$ cat src/rtl/btn_pkg.sv
// Shared definitions for the button debouncer: per-channel FSM encoding and timing defaults.
// Latency: n/a (declarations only).
// Backpressure: n/a.
package btn_pkg;

  // Per-channel debounce FSM states.
  typedef enum logic [1:0] {
    ST_UP           = 2'd0,
    ST_CONFIRM_DOWN = 2'd1,
    ST_DOWN         = 2'd2,
    ST_CONFIRM_UP   = 2'd3
  } btn_state_e;

  // Defaults for a 12 MHz system clock: 20 ms debounce, 1 s hold.
  localparam int          DEF_NUM_BTN         = 3;
  localparam int unsigned DEF_DEBOUNCE_CYCLES = 240000;
  localparam int unsigned DEF_HOLD_CYCLES     = 12000000;
  localparam bit          DEF_ACTIVE_LOW      = 1'b0;

  // Counter width able to hold 0..n-1, never narrower than one bit.
  function automatic int unsigned cnt_width(input int unsigned n);
    return (n > 1) ? $clog2(n) : 1;
  endfunction

endpackage

$ cat src/rtl/btn_debounce_ch.sv
// One button channel: 2-flop synchronizer, polarity fix, debounce FSM, hold timer.
// Latency: press/release pulse DEBOUNCE_CYCLES+2 cycles after a clean raw edge; level one cycle after the pulse.
// Backpressure: none; pulses are single-cycle and are not held for a consumer.
//
// Ports:
//   clk_i      system clock, rising edge
//   rst_ni     asynchronous active-low reset
//   btn_i      raw asynchronous button input
//   level_o    debounced level, 1 = pressed
//   press_o    one-cycle pulse on accepted press
//   release_o  one-cycle pulse on accepted release
//   hold_o     one-cycle pulse HOLD_CYCLES after an accepted press
module btn_debounce_ch
  import btn_pkg::*;
#(
  parameter int unsigned DEBOUNCE_CYCLES = DEF_DEBOUNCE_CYCLES,
  parameter int unsigned HOLD_CYCLES     = DEF_HOLD_CYCLES,
  parameter bit          ACTIVE_LOW      = DEF_ACTIVE_LOW
) (
  input  logic clk_i,
  input  logic rst_ni,
  input  logic btn_i,
  output logic level_o,
  output logic press_o,
  output logic release_o,
  output logic hold_o
);

  localparam int unsigned      DB_W    = cnt_width(DEBOUNCE_CYCLES);
  localparam int unsigned      HD_W    = cnt_width(HOLD_CYCLES);
  localparam logic [DB_W-1:0]  DB_LAST = DB_W'(DEBOUNCE_CYCLES - 1);
  localparam logic [HD_W-1:0]  HD_LAST = HD_W'(HOLD_CYCLES - 1);
  // Raw level that means "released"; the synchronizer resets to it so that
  // a button held through reset is seen as a fresh press afterwards.
  localparam logic             REL_RAW = ACTIVE_LOW;

  logic            sync1_q, sync2_q;
  logic            pressed;
  btn_state_e      state_q, state_d;
  logic [DB_W-1:0] db_cnt_q, db_cnt_d;
  logic [HD_W-1:0] hold_cnt_q, hold_cnt_d;
  logic            hold_done_q, hold_done_d;
  logic            level_q, level_d;
  logic            press_q, press_d;
  logic            release_q, release_d;
  logic            hold_q, hold_d;

  assign pressed = sync2_q ^ ACTIVE_LOW;

  always_comb begin
    state_d   = state_q;
    db_cnt_d  = db_cnt_q;
    press_d   = 1'b0;
    release_d = 1'b0;
    unique case (state_q)
      ST_UP: begin
        if (pressed) begin
          state_d  = ST_CONFIRM_DOWN;
          db_cnt_d = '0;
        end
      end
      ST_CONFIRM_DOWN: begin
        if (!pressed) begin
          state_d = ST_UP;
        end else if (db_cnt_q == DB_LAST) begin
          state_d = ST_DOWN;
          press_d = 1'b1;
        end else begin
          db_cnt_d = db_cnt_q + DB_W'(1);
        end
      end
      ST_DOWN: begin
        if (!pressed) begin
          state_d  = ST_CONFIRM_UP;
          db_cnt_d = '0;
        end
      end
      ST_CONFIRM_UP: begin
        if (pressed) begin
          state_d = ST_DOWN;
        end else if (db_cnt_q == DB_LAST) begin
          state_d   = ST_UP;
          release_d = 1'b1;
        end else begin
          db_cnt_d = db_cnt_q + DB_W'(1);
        end
      end
      default: state_d = ST_UP;
    endcase
  end

  // Hold timer runs while the debounced button is down, including through
  // CONFIRM_UP dropouts. It saturates at the last count; hold_done stops a
  // second pulse. An accepted release wins over a hold due on the same cycle.
  always_comb begin
    hold_cnt_d  = hold_cnt_q;
    hold_done_d = hold_done_q;
    hold_d      = 1'b0;
    if (press_d || release_d) begin
      hold_cnt_d  = '0;
      hold_done_d = 1'b0;
    end else if (state_q == ST_DOWN || state_q == ST_CONFIRM_UP) begin
      if (hold_cnt_q == HD_LAST) begin
        if (!hold_done_q) begin
          hold_d      = 1'b1;
          hold_done_d = 1'b1;
        end
      end else begin
        hold_cnt_d = hold_cnt_q + HD_W'(1);
      end
    end
  end

  // Level follows the registered state, so it changes the cycle after the pulse.
  assign level_d = (state_q == ST_DOWN) || (state_q == ST_CONFIRM_UP);

  always_ff @(posedge clk_i or negedge rst_ni) begin
    if (!rst_ni) begin
      sync1_q     <= REL_RAW;
      sync2_q     <= REL_RAW;
      state_q     <= ST_UP;
      db_cnt_q    <= '0;
      hold_cnt_q  <= '0;
      hold_done_q <= 1'b0;
      level_q     <= 1'b0;
      press_q     <= 1'b0;
      release_q   <= 1'b0;
      hold_q      <= 1'b0;
    end else begin
      sync1_q     <= btn_i;
      sync2_q     <= sync1_q;
      state_q     <= state_d;
      db_cnt_q    <= db_cnt_d;
      hold_cnt_q  <= hold_cnt_d;
      hold_done_q <= hold_done_d;
      level_q     <= level_d;
      press_q     <= press_d;
      release_q   <= release_d;
      hold_q      <= hold_d;
    end
  end

  assign level_o   = level_q;
  assign press_o   = press_q;
  assign release_o = release_q;
  assign hold_o    = hold_q;

endmodule

$ cat src/rtl/btn_debounce.sv
// Multi-channel button debouncer with press/release/hold event pulses.
// Latency: press/release pulse DEBOUNCE_CYCLES+2 cycles after a clean raw edge; all outputs registered.
// Backpressure: none; each channel is independent and pulses are single-cycle.
//
// Ports:
//   clk_i          system clock, rising edge
//   rst_ni         asynchronous active-low reset
//   btn_i          raw asynchronous button inputs, one bit per channel
//   btn_level_o    debounced levels, 1 = pressed
//   btn_press_o    one-cycle pulses on accepted press
//   btn_release_o  one-cycle pulses on accepted release
//   btn_hold_o     one-cycle pulses HOLD_CYCLES after an accepted press
module btn_debounce
  import btn_pkg::*;
#(
  parameter int          NUM_BTN         = DEF_NUM_BTN,
  parameter int unsigned DEBOUNCE_CYCLES = DEF_DEBOUNCE_CYCLES,
  parameter int unsigned HOLD_CYCLES     = DEF_HOLD_CYCLES,
  parameter bit          ACTIVE_LOW      = DEF_ACTIVE_LOW
) (
  input  logic               clk_i,
  input  logic               rst_ni,
  input  logic [NUM_BTN-1:0] btn_i,
  output logic [NUM_BTN-1:0] btn_level_o,
  output logic [NUM_BTN-1:0] btn_press_o,
  output logic [NUM_BTN-1:0] btn_release_o,
  output logic [NUM_BTN-1:0] btn_hold_o
);

  for (genvar g = 0; g < NUM_BTN; g++) begin : g_ch
    btn_debounce_ch #(
      .DEBOUNCE_CYCLES (DEBOUNCE_CYCLES),
      .HOLD_CYCLES     (HOLD_CYCLES),
      .ACTIVE_LOW      (ACTIVE_LOW)
    ) u_ch (
      .clk_i     (clk_i),
      .rst_ni    (rst_ni),
      .btn_i     (btn_i[g]),
      .level_o   (btn_level_o[g]),
      .press_o   (btn_press_o[g]),
      .release_o (btn_release_o[g]),
      .hold_o    (btn_hold_o[g])
    );
  end

endmodule

$ cat config.mk
export PLATFORM = sky130hd
export DESIGN_NAME = btn_debounce
export DESIGN_NICKNAME = d
export VERILOG_FILES = /design/src/rtl/btn_pkg.sv /design/src/rtl/btn_debounce_ch.sv /design/src/rtl/btn_debounce.sv
export SDC_FILE = /design/constraint.sdc
export NUM_CORES = 1
export LEC_CHECK = 0
export BUFFER_PORTS_ARGS = -buffer_cell sky130_fd_sc_hd__buf_2
export CAP_MARGIN = 10
export CORE_UTILIZATION = 55
export DETAILED_ROUTE_END_ITERATION = 12
export GPL_ROUTABILITY_DRIVEN = 1
export HOLD_SLACK_MARGIN = 0.02
export PLACE_DENSITY = 0.69
export SLEW_MARGIN = 20
export SYNTH_ARGS = -nofsm -noshare
export SYNTH_HDL_FRONTEND = slang
export SYNTH_HIERARCHICAL = 1
export SYNTH_SLANG_ARGS = --single-unit
$ cat constraint.sdc
create_clock -name clk_i -period 3.05 [get_ports clk_i]
set_input_delay 0.61 -clock clk_i [delete_from_list [all_inputs] [get_ports clk_i]]
set_output_delay 0.61 -clock clk_i [all_outputs]
set_load 0.02 [all_outputs]
# Word-level counts from Yosys, hierarchy flattened
# Cells that the tools add are included.
# classes
reduce_logical	27
n_eq_ne	36
mux	84
addsub	6
# ops
op	count
$mux 18	15
$mux 24	9
$pmux 18 s4	3
$add 24x1->24 const B	3
$eq 24x24->1 const B	3
$add 18x1->18 const B	3
$eq 18x18->1 const B	3
$mux 1	36
$mux 2	18
$pmux 2 s4	3
$reduce_and 4->1	6
$ne 2x1->1 const B	9
$eq 2x2->1 const B	6
$ne 2x2->1 const B	6
$reduce_and 2->1	6
$reduce_bool 2->1	6
$ne 3x1->1 const B	3
$ne 3x3->1 const B	3
$eq 2x1->1 const B	3
$logic_not 2->1	3
$logic_or 1x1->1	6
# word_totals
input_bits	5
elab_cells	183
reg_bits	153
out_inout_bits	12

# Longest topological paths before layout
# Gate-level depths: netlist (run 1).
# logic_depth
ltp_word	7
depth_mapped	8
ltp_nobuf	6

# Cells and area by module
# Netlist (run 1), hierarchy kept.
# modules_own_cells
mod	instances	cells_per_inst	area_each_um2
btn_debounce_ch (g_ch[0].u_ch ...)	2	290	2736.4
btn_debounce_ch (g_ch[2].u_ch)	1	288	2720.1

# Least setup slack after synthesis (run 1)
# No wires, ideal clock.
# synth_timing
kind	reg2reg
startpoint	reg g_ch[2].u_ch.db_cnt_q[14]
endpoint	reg (tool-made name)
t_arrival_ps	1794
setup_time_ps	128
n_path_buf	0
period_less_slack_ps	1922
stages_incl_launch_ff	5
setup_slack_ps	1128
path_cell_list	dfrtp_1 or4b_4 nor4_4 nand3_1 mux2_1
# synth_lines
element	line_no	source
start: declaration	btn_debounce_ch.sv:40	logic [DB_W-1:0] db_cnt_q, db_cnt_d;
start signal: assignment	btn_debounce_ch.sv:133	db_cnt_q <= db_cnt_d;

==> results.json, run 1 <==
{
  "avgSynthCellArea_sq_um": 9.44,
  "cts_buffer_depth": 2,
  "final_nets": 885,
  "slew_headroom": 0.276,
  "finalSetupTns_ns": 0,
  "synth_top_area_frac": 0.467,
  "wirelength_microns": 17600,
  "p_int_mw": 3.49,
  "routabilityCongestion": 0.891,
  "numCtsBuffers": 17,
  "n_fill_cell": 1198,
  "multi_input_area_sq_um": 4120,
  "crit_slowest_cell": "xnor2_1",
  "worst_ep_arrival_time_ns": 2.70,
  "synth_nets": 879,
  "setup_viol": 0,
  "rows": 44,
  "ios": 17,
  "status": "complete, no violations",
  "async_flop_share": 1.00,
  "clkPwrFrac": 0.503,
  "leakagePower_nw": 3.87,
  "place.port_buffers": 16,
  "ir_worst_vdd_mv": 0.388,
  "cts_tree": "done",
  "dp_hpwl_microns": 11800,
  "ant_nets": 0,
  "worstSetupPathType": "register to register",
  "cap_violations": 0,
  "dieWidth_microns": 124,
  "synth_edf_count": 0,
  "grt_pass1_vias": 6488,
  "vias": 6766,
  "drt_iter0_drc": 556,
  "ys.warnings.count": 6,
  "cp_max_fo": 13,
  "holdCritPathClass": "input port to asynchronous set/reset pin",
  "final_util": 0.624,
  "clk-insertion-delay-late_ns": 0.42,
  "area_growth_pct": 10.8,
  "power.share.combinational": 0.029,
  "grt-ovfl-total": 0,
  "cts_resized": 0,
  "critPathLaunchType": "register",
  "routedWlPerCell_microns": 16.5,
  "drive_gt1_frac": 0.100,
  "grt_start_max_net_pins": 65,
  "grt_use_total": 0.249,
  "cts_max_level": 4,
  "final-seq-area_sq_um": 3830,
  "clock-sinks": 153,
  "cts_setup_buffers": 0,
  "total_power_mw": 4.48,
  "synth_cell_type_count": 64,
  "antenna_found_initial": 0,
  "rsz0062_at_grt": "no",
  "drt_drc_violations_left": 0,
  "cpPeakStageDelay_ns": 0.92,
  "die_height_microns": 124,
  "antenna_cells": 0,
  "crit_path_cell_trace": "xnor2_1, buf_4, nor2_1, mux2_2, a22o_1",
  "endpoint_kind": "register",
  "yosysSeqAreaShare": 0.467,
  "powerDensity_nw_per_um2": 493,
  "ys.flop_type": "dfrtp_1",
  "root_buffer": "clkbuf_16",
  "firstDrtPassIters": 5,
  "syn_inst": 868,
  "finalMaxSlewViolations": 0,
  "ys_ff_latch": 153,
  "placed_cell_area_sq_um": 8440,
  "synth_top_area_cell": "dfrtp_1",
  "finalHoldViolCount": 0,
  "post-route-min-period_ns": 2.39,
  "skew_ns": 0.00811,
  "dieArea_sq_um": 15400,
  "seq_power_share": 0.468,
  "core_area_sq_um": 14500,
  "syn-cell-area_sq_um": 8190,
  "worst_slew_pin_slew_ns": 1.08,
  "grt_pass1_wl_microns": 30300,
  "timing.fmax_mhz": 419,
  "post-route-period-util": 0.783,
  "clk_pin_slew_ns": 0.06,
  "fin_area_sq_um": 9070,
  "vias_per_cell": 6.32,
  "p_sw_mw": 0.980,
  "p_sw_frac": 0.219,
  "synth_area_leaders": "dfrtp_1 47%, nand2_1 4.4%, xor2_1 3.7%",
  "initial_core_util": 0.564,
  "path_buf_inv": 1,
  "cp_top_family": "XOR/XNOR gates",
  "worst_ep_required_time_ns": 3.36,
  "hold_buffers": 0
}
cell families (layout without fill, tap and decap cells):
kind of cell,count (synthesis),count (layout),synth area share
adder cells (fa/ha/maj),6,6,0.00916
XOR/XNOR,42,42,0.0449
AND/OR/NAND/NOR,424,424,0.287
flip-flops,153,153,0.467
multiplexers,15,15,0.0197
buffers and inverters,58,77,0.0318
AO/OA/AOI/OAI,170,170,0.140
metrics by stage:
| step | hold WS [ns] | setup slack [ns] | cells |
|---|---|---|---|
| finish | 0.153 | 0.661 | 1071 |
| global route | 0.194 | 0.537 | 1071 |
| CTS | 0.173 | 0.683 | 1071 |
| detailed placement | 0.342 | 0.691 | 1039 |
| global placement | 0.341 | 0.733 | 1039 |
| floorplan | 0.314 | 1.13 | 868 |
path summary, 6_finish.rpt:
path / start / endpoint / slack [ns] / cells past startpoint
max: register / g_ch[2].u_ch/db_cnt_q[13] / 0.66 / 5
min: rst_ni / g_ch[0].u_ch/hold_cnt_q[4] / 0.15 / 1
max reg2reg: register / g_ch[2].u_ch/db_cnt_q[13] / 0.66 / 5
min reg2reg: g_ch[2].u_ch/sync1_q / g_ch[2].u_ch/pressed / 0.35 / 0
max in group asynchronous: rst_ni / g_ch[2].u_ch/hold_cnt_q[21] / 2.09 / 2
min in group clk_i: btn_i[2] / g_ch[2].u_ch/sync1_q / 0.29 / 1
placed cells by master, fill, tap and decap left out, types with 6 or more instances in the layout:
cell type  instances
nand4_1           43
mux2i_1            6
o21ai_0           42
a21oi_1           43
inv_1             15
nand2_1           95
clkbuf_16         17
mux2_2             8
o31ai_1           10
nor2_1            79
or4_1             18
nor4_1            16
buf_2             15
and3_1            15
o211ai_1          21
or3_1             30
nor3_1            29
buf_4             13
nand3_1           43
ha_1               6
xor2_1            35
dfrtp_1          153
a22o_1            13
and4_1            12
power groups by stage:
stage / Clock [mW] / Combinational, mW / Sequential (mW)
floorplan: 0 / 0.0718 / 2.11
global placement: 0 / 0.126 / 2.13
detailed placement: 0 / 0.132 / 2.13
CTS: 2.30 / 0.132 / 2.09
global route: 2.37 / 0.152 / 2.10
finish: 2.25 / 0.129 / 2.09
metal layers:
layer / vias up / global-route usage / wire length, microns
met3: 27 / 0.0545 / 711
li1: 3263 / - / -
met4: 0 / 0.0923 / 271
met5: - / 0 / 0
met2: 165 / 0.423 / 8850
met1: 3311 / 0.309 / 7800
sequential cells by signal, indices dropped and copies added, names as in the netlist, named ones only:
signal / flops
g_ch.u_ch/release_o: 3
g_ch.u_ch/sync1_q: 3
g_ch.u_ch/press_o: 3
g_ch.u_ch/pressed: 3
g_ch.u_ch/db_cnt_q: 54
g_ch.u_ch/hold_done_q: 3
g_ch.u_ch/hold_cnt_q: 72
g_ch.u_ch/level_o: 3
g_ch.u_ch/hold_o: 3
g_ch.u_ch/state_q: 3
worst register-to-register path: cells and delay by family (launching register included):
kind / cells / cell delay (ns)
compound gates: 1 / 0.18
xor+xnor: 1 / 0.92
buf+inv: 1 / 0.34
flops: 1 / 0.52
mux: 1 / 0.26
simple gates: 1 / 0.05
cell type report:
class	count	area share
tap	184	0.0254
clock inverter	13	0.0214
inverter	15	0.00620
sequential	153	0.422
multi-input combinational	657	0.454
clock buffer	19	0.0488
timing repair buffer	30	0.0225
cells in the mapped netlist, types with 3 or more instances:
cell / number
or4_1: 18
xnor2_1: 7
mux2_2: 8
mux2i_1: 6
nand4_1: 43
o31ai_1: 10
nor3b_1: 4
and4b_1: 3
inv_1: 15
nor4_4: 3
and4_1: 12
o211ai_1: 21
dfrtp_1: 153
xor2_1: 35
buf_4: 5
clkbuf_1: 28
or3_4: 4
or3_1: 30
and2_1: 3
nand2_1: 95
ha_1: 6
a211oi_1: 4
nand2b_1: 5
nand4b_1: 5
nor2_1: 79
buf_2: 7
nor4b_1: 3
nand3_1: 43
o21ai_0: 42
a41o_1: 4
a22o_1: 13
nor3_1: 29
and3_1: 15
o311ai_0: 4
nor4_1: 16
a31oi_1: 5
a21oi_1: 43
No activity file was read; power rests on OpenSTA's default activity.
==> inputs of run 2 (changes only) <==
--- a/config.mk
+++ b/config.mk
@@ -11,7 +11,7 @@
 export DETAILED_ROUTE_END_ITERATION = 12
 export GPL_ROUTABILITY_DRIVEN = 1
 export HOLD_SLACK_MARGIN = 0.02
-export PLACE_DENSITY = 0.69
+export PLACE_DENSITY = 0.72
 export SLEW_MARGIN = 20
 export SYNTH_ARGS = -nofsm -noshare
 export SYNTH_HDL_FRONTEND = slang
==> constraint.sdc (replaced) <==
create_clock -name clk_i -period 2.1 [get_ports clk_i]
set_input_delay 0.42 -clock clk_i [delete_from_list [all_inputs] [get_ports clk_i]]
set_output_delay 0.42 -clock clk_i [all_outputs]
set_load 0.02 [all_outputs]
==> run 2 against run 1 <==
  * Wire length up 4.2%
  * Clock-buffer cell count down 2
  * Sequential power up 45%
  * Setup slack worse by 0.57 ns
  * Global-route usage up 0.49 points
  * Combinational power up 73%
  * Via count up 3.9%
  * Clock power up 34%
  * Register-to-register slack worse by 0.57 ns
  * Design area up 3.7%
  * Highest routed layer unchanged
==> results.json, run 2 (same netlist as run 1, synthesis figures left out) <==
{
  "core_area_sq_um": 14500,
  "finalMaxSlewViolations": 0,
  "total_power_mw": 6.26,
  "wirelength_microns": 18400,
  "dieWidth_microns": 124,
  "clk-insertion-delay-late_ns": 0.43,
  "finalHoldViolCount": 0,
  "grt_pass1_vias": 6606,
  "area_growth_pct": 14.8,
  "antenna_cells": 0,
  "drive_gt1_frac": 0.143,
  "vias": 7027,
  "skew_ns": 0.00887,
  "n_fill_cell": 1144,
  "grt_start_max_net_pins": 48,
  "fin_cells": 1107,
  "dp_hpwl_microns": 12100,
  "final_nets": 921,
  "post-route-period-util": 0.955,
  "cap_violations": 0,
  "largest_registers": "g_ch.u_ch/hold_cnt_q: 72 flops, g_ch.u_ch/db_cnt_q: 54 flops",
  "ios": 17,
  "fin_area_sq_um": 9410,
  "die_height_microns": 124,
  "place_inst": 1069,
  "routedWlPerCell_microns": 16.6,
  "worst_ep_required_time_ns": 2.46,
  "wl_met3_microns": 807,
  "cp_max_fo": 6,
  "critPathLaunchType": "register",
  "worst_ep_arrival_time_ns": 2.37,
  "leakagePower_nw": 4.07,
  "dr_wl_met2_microns": 9010,
  "fin_ws_ns": 0.0950,
  "drt_drc_violations_left": 0,
  "status": "complete, no violations",
  "firstDrtPassIters": 6,
  "drt-met1-wl_microns": 8340,
  "worstSetupPathType": "register to register",
  "rows": 44,
  "clk_pin_slew_ns": 0.07,
  "vias_per_cell": 6.35,
  "dieArea_sq_um": 15400,
  "setup_viol": 0,
  "cts_buffer_depth": 2,
  "routabilityCongestion": 0.886,
  "clock-sinks": 153,
  "final_common_cell": "dfrtp_1",
  "final-seq-area_sq_um": 3830,
  "slew_headroom": 0.655,
  "cts_max_level": 4,
  "holdCritPathClass": "input port to register",
  "largest_reg_flops": 72,
  "grt-ovfl-total": 0,
  "antenna_found_initial": 0,
  "root_buffer": "clkbuf_16",
  "ant_nets": 0,
  "timing.fmax_mhz": 499,
  "endpoint_kind": "register",
  "ir_worst_vdd_mv": 0.622,
  "rsz0062_at_grt": "no",
  "top_register": "g_ch.u_ch/hold_cnt_q",
  "powerDensity_nw_per_um2": 666,
  "worst_slew_pin_slew_ns": 0.514,
  "place_ws_ns": 0.0992,
  "multi_input_area_sq_um": 4140,
  "maxUsedRoutingLayer": "met4",
  "layout_common_cells": "152 x dfrtp_1, 94 x nand2_1, 79 x nor2_1",
  "post-route-min-period_ns": 2.01,
  "numCtsBuffers": 17,
  "finalSetupTns_ns": 0,
  "place.port_buffers": 16,
  "placed_cell_area_sq_um": 8740,
  "grt_use_total": 0.254,
  "initial_core_util": 0.564,
  "cts_tree": "done",
  "grt_pass1_wl_microns": 31000,
  "drt_iter0_drc": 764
}
## run 2: cell types whose count changed in the layout (fill, tap and decap cells not counted), sizes merged
cell         change
buf             +34
inv              +6
clkbuf           -1
dlygate4sd3      +1
clkinvlp         +2
clkinv           -3
bufinv           -3
## run 2: through the flow
step | utilization | hold slack, ns
after detailed placement | 0.601 | 0.337
after global placement | 0.601 | 0.334
final | 0.647 | 0.0955
after global routing | 0.647 | 0.0819
after CTS | 0.642 | 0.0771
after floorplan | - | 0.124
## run 2: power breakdown
| part | internal (mW) | switching, mW | total [mW] |
|---|---|---|---|
| Combinational | 0.0720 | 0.151 | 0.223 |
| Clock | 1.68 | 1.34 | 3.02 |
| Sequential | 2.98 | 0.0425 | 3.03 |
## run 2: per-layer routing
layer  GRT usage  vias up
met5           0        -
met4      0.0774        0
met3      0.0568       21
met2       0.406      196
met1       0.343     3470
li1            -     3340
## run 2: final timing paths
check                                          from                         end  slack, ns  cells after the start
max                        g_ch[2].u_ch/db_cnt_q[8]    g_ch[2].u_ch/db_cnt_q[5]       0.09                      6
min                                        btn_i[2]        g_ch[2].u_ch/sync1_q        0.1                      1
max reg2reg                g_ch[2].u_ch/db_cnt_q[8]    g_ch[2].u_ch/db_cnt_q[5]       0.09                      6
min reg2reg                    g_ch[0].u_ch/sync1_q        g_ch[0].u_ch/pressed       0.35                      0
max in group asynchronous                    rst_ni  g_ch[0].u_ch/hold_cnt_q[2]       1.00                      3
min in group asynchronous                    rst_ni    g_ch[0].u_ch/db_cnt_q[5]       0.49                      2
## run 2: final cells by class
class	instances	share of cell area
Sequential cell	153	0.407
Multi-Input combinational cell	657	0.440
Clock inverter	15	0.0166
Inverter	15	0.00598
Tap cell	184	0.0245
Clock buffer	17	0.0452
Timing Repair Buffer	66	0.0605
## run 2: repair_timing
action | in CTS | in global routing
endpoints found under the hold margin | 40 | 0
hold buffers | 1 | 0
buffers inserted | 0 | 4
setup endpoints to repair | 0 | 22
resized for setup | 0 | 8
## run 2: critical path, stage by stage (launching register included)
cell and delay (ns):
dfrtp_1 0.44, or4b_4 0.50, nor4_4 0.37, buf_4 0.20, nand2_2 0.09, a41o_1 0.26, nor2_1 0.08
==> inputs of run 3 (changes only) <==
--- a/config.mk
+++ b/config.mk
@@ -8,6 +8,7 @@
 export BUFFER_PORTS_ARGS = -buffer_cell sky130_fd_sc_hd__buf_2
 export CAP_MARGIN = 10
 export CORE_UTILIZATION = 55
+export CTS_BUF_LIST = sky130_fd_sc_hd__clkbuf_4
 export DETAILED_ROUTE_END_ITERATION = 12
 export GPL_ROUTABILITY_DRIVEN = 1
 export HOLD_SLACK_MARGIN = 0.02
==> run 3 against run 2 <==
  * Via count decreased by 0.67%
  * Combinational power is essentially flat
  * First-iteration DRC count fell by 15%
  * Design area decreased by 2.8%
  * Sequential share of layout area grew 1.2 points
  * Sequential power about the same
  * Highest routed layer unchanged
==> results.json, run 3 (same netlist as run 1, synthesis figures left out) <==
{
  "ir_worst_vdd_mv": 0.445,
  "top_register": "g_ch.u_ch/hold_cnt_q",
  "rows": 44,
  "r2r-start": "g_ch[2].u_ch/hold_cnt_q[19]",
  "grt_start_max_net_pins": 48,
  "grt_pass1_wl_microns": 30500,
  "dieWidth_microns": 124,
  "drt_iter0_drc": 649,
  "wl_met3_microns": 657,
  "drt_drc_violations_left": 0,
  "slew_headroom": 0.645,
  "worstSetupPathType": "register to register",
  "numCtsBuffers": 17,
  "crit_start": "g_ch[2].u_ch/hold_cnt_q[19]",
  "grt-ovfl-total": 0,
  "vias_per_cell": 6.29,
  "post-route-period-util": 0.965,
  "ios": 17,
  "critPathLaunchType": "register",
  "die_height_microns": 124,
  "dieArea_sq_um": 15400,
  "routedWlPerCell_microns": 16.2,
  "antenna_found_initial": 0,
  "total_power_mw": 5.07,
  "grt_pass1_vias": 6544,
  "endpoint_kind": "register",
  "final_nets": 924,
  "setup_viol": 0,
  "firstDrtPassIters": 6,
  "fin_area_sq_um": 9140,
  "post-route-min-period_ns": 2.03,
  "finalMaxSlewViolations": 0,
  "crit_slowest_cell": "dfrtp_1",
  "layout_common_cells": "151 x dfrtp_1, 94 x nand2_1, 79 x nor2_1",
  "fin_hold_ws_ns": 0.331,
  "largest_reg_flops": 72,
  "largest_registers": "g_ch.u_ch/hold_cnt_q: 72 flops, g_ch.u_ch/db_cnt_q: 54 flops",
  "cts_buffer_depth": 2,
  "powerDensity_nw_per_um2": 554,
  "placed_cell_area_sq_um": 8740,
  "cap_violations": 0,
  "drt-met1-wl_microns": 8250,
  "core_area_sq_um": 14500,
  "cp_top_family": "compound AO/OA/AOI/OAI gates",
  "root_buffer": "clkbuf_4",
  "clk-insertion-delay-late_ns": 0.57,
  "crit_top_cell": "o21ai_0",
  "path_buf_inv": 0,
  "maxUsedRoutingLayer": "met4",
  "initial_core_util": 0.564,
  "skew_ns": 0.0268,
  "drive_gt1_frac": 0.144,
  "finalHoldViolCount": 0,
  "cp_max_fo": 5,
  "ant_nets": 0,
  "clock-sinks": 153,
  "finalSetupTns_ns": 0,
  "grt_use_total": 0.250,
  "crit_path_cell_trace": "nor4bb_1, nand4_1, o21ai_0, o21ai_0, a21oi_1",
  "final_common_cell": "dfrtp_1",
  "cts_max_level": 4,
  "rsz0062_at_grt": "no",
  "timing.fmax_mhz": 494,
  "antenna_cells": 0,
  "status": "complete, no violations",
  "clk_pin_slew_ns": 0.14,
  "worst_slew_pin_slew_ns": 0.528,
  "dr_wl_met2_microns": 8920,
  "worst_ep_arrival_time_ns": 2.51,
  "dp_hpwl_microns": 12100,
  "worst_ep_required_time_ns": 2.59,
  "area_growth_pct": 11.6,
  "holdCritPathClass": "input port to asynchronous set/reset pin",
  "n_fill_cell": 1193,
  "wirelength_microns": 18000,
  "routabilityCongestion": 0.886,
  "cpPeakStageDelay_ns": 0.45,
  "leakagePower_nw": 3.95,
  "vias": 6980,
  "cts_tree": "done",
  "place.port_buffers": 16
}
[run 3: cell types whose count changed in the layout (fill, tap and decap cells not counted), sizes merged]
cell	delta
dlygate4sd3	+3
[run 3: cell type report]
cell class | instances | area, sq um | share of cell area
tap | 184 | 230 | 0.0252
multi-input combinational | 657 | 4140 | 0.453
inverter | 15 | 56.3 | 0.00616
sequential | 153 | 3830 | 0.419
clock inverter | 15 | 156 | 0.0171
clock buffer | 17 | 128 | 0.0140
timing repair buffer | 69 | 599 | 0.0656
[run 3: metrics by stage]
stage	instances	setup WS, ns	util
finish	1110	0.0743	0.629
global route	1110	0.000951	0.629
CTS	1105	0.0769	0.624
detailed placement	1069	0.0992	0.601
global placement	1069	0.164	0.601
floorplan	868	0.178	-
[run 3: worst register-to-register path: cells and delay by family, from the launching register on]
kind / cells / cell delay (ns)
AO/OA/AOI/OAI: 3 / 0.77
flip-flops: 1 / 0.45
AND/OR/NAND/NOR: 2 / 0.74
[run 3: what timing repair did]
action                                  CTS  global route
setup buffers                             0             4
hold buffers                              4             0
hold endpoints to repair                 43             0
gates resized for setup                   0             8
endpoints found under the setup margin    0            25
[run 3: final timing paths]
kind	cells past startpoint	slack, ns	endpoint
setup reg to reg	5	0.07	g_ch[2].u_ch/hold_cnt_q[19]
min in group clk_i	0	0.36	g_ch[0].u_ch/pressed
hold reg to reg	0	0.36	g_ch[0].u_ch/pressed
hold / removal	2	0.33	g_ch[0].u_ch/db_cnt_q[8]
max in group asynchronous	3	1.17	g_ch[0].u_ch/hold_cnt_q[2]
setup / recovery	5	0.07	g_ch[2].u_ch/hold_cnt_q[19]
[run 3: per-layer routing]
| metal | up-vias | track usage |
|---|---|---|
| met3 | 21 | 0.0545 |
| met4 | 0 | 0.0699 |
| met5 | - | 0 |
| met1 | 3467 | 0.339 |
| met2 | 156 | 0.402 |
| li1 | 3336 | - |
[run 3: power breakdown]
part | internal (mW) | total [mW] | leakage [nW] | switching, mW
Clock | 0.633 | 1.82 | 0.146 | 1.19
Sequential | 2.98 | 3.02 | 2.11 | 0.0422
Combinational | 0.0754 | 0.226 | 1.69 | 0.151
Total | 3.69 | 5.07 | 3.95 | 1.38
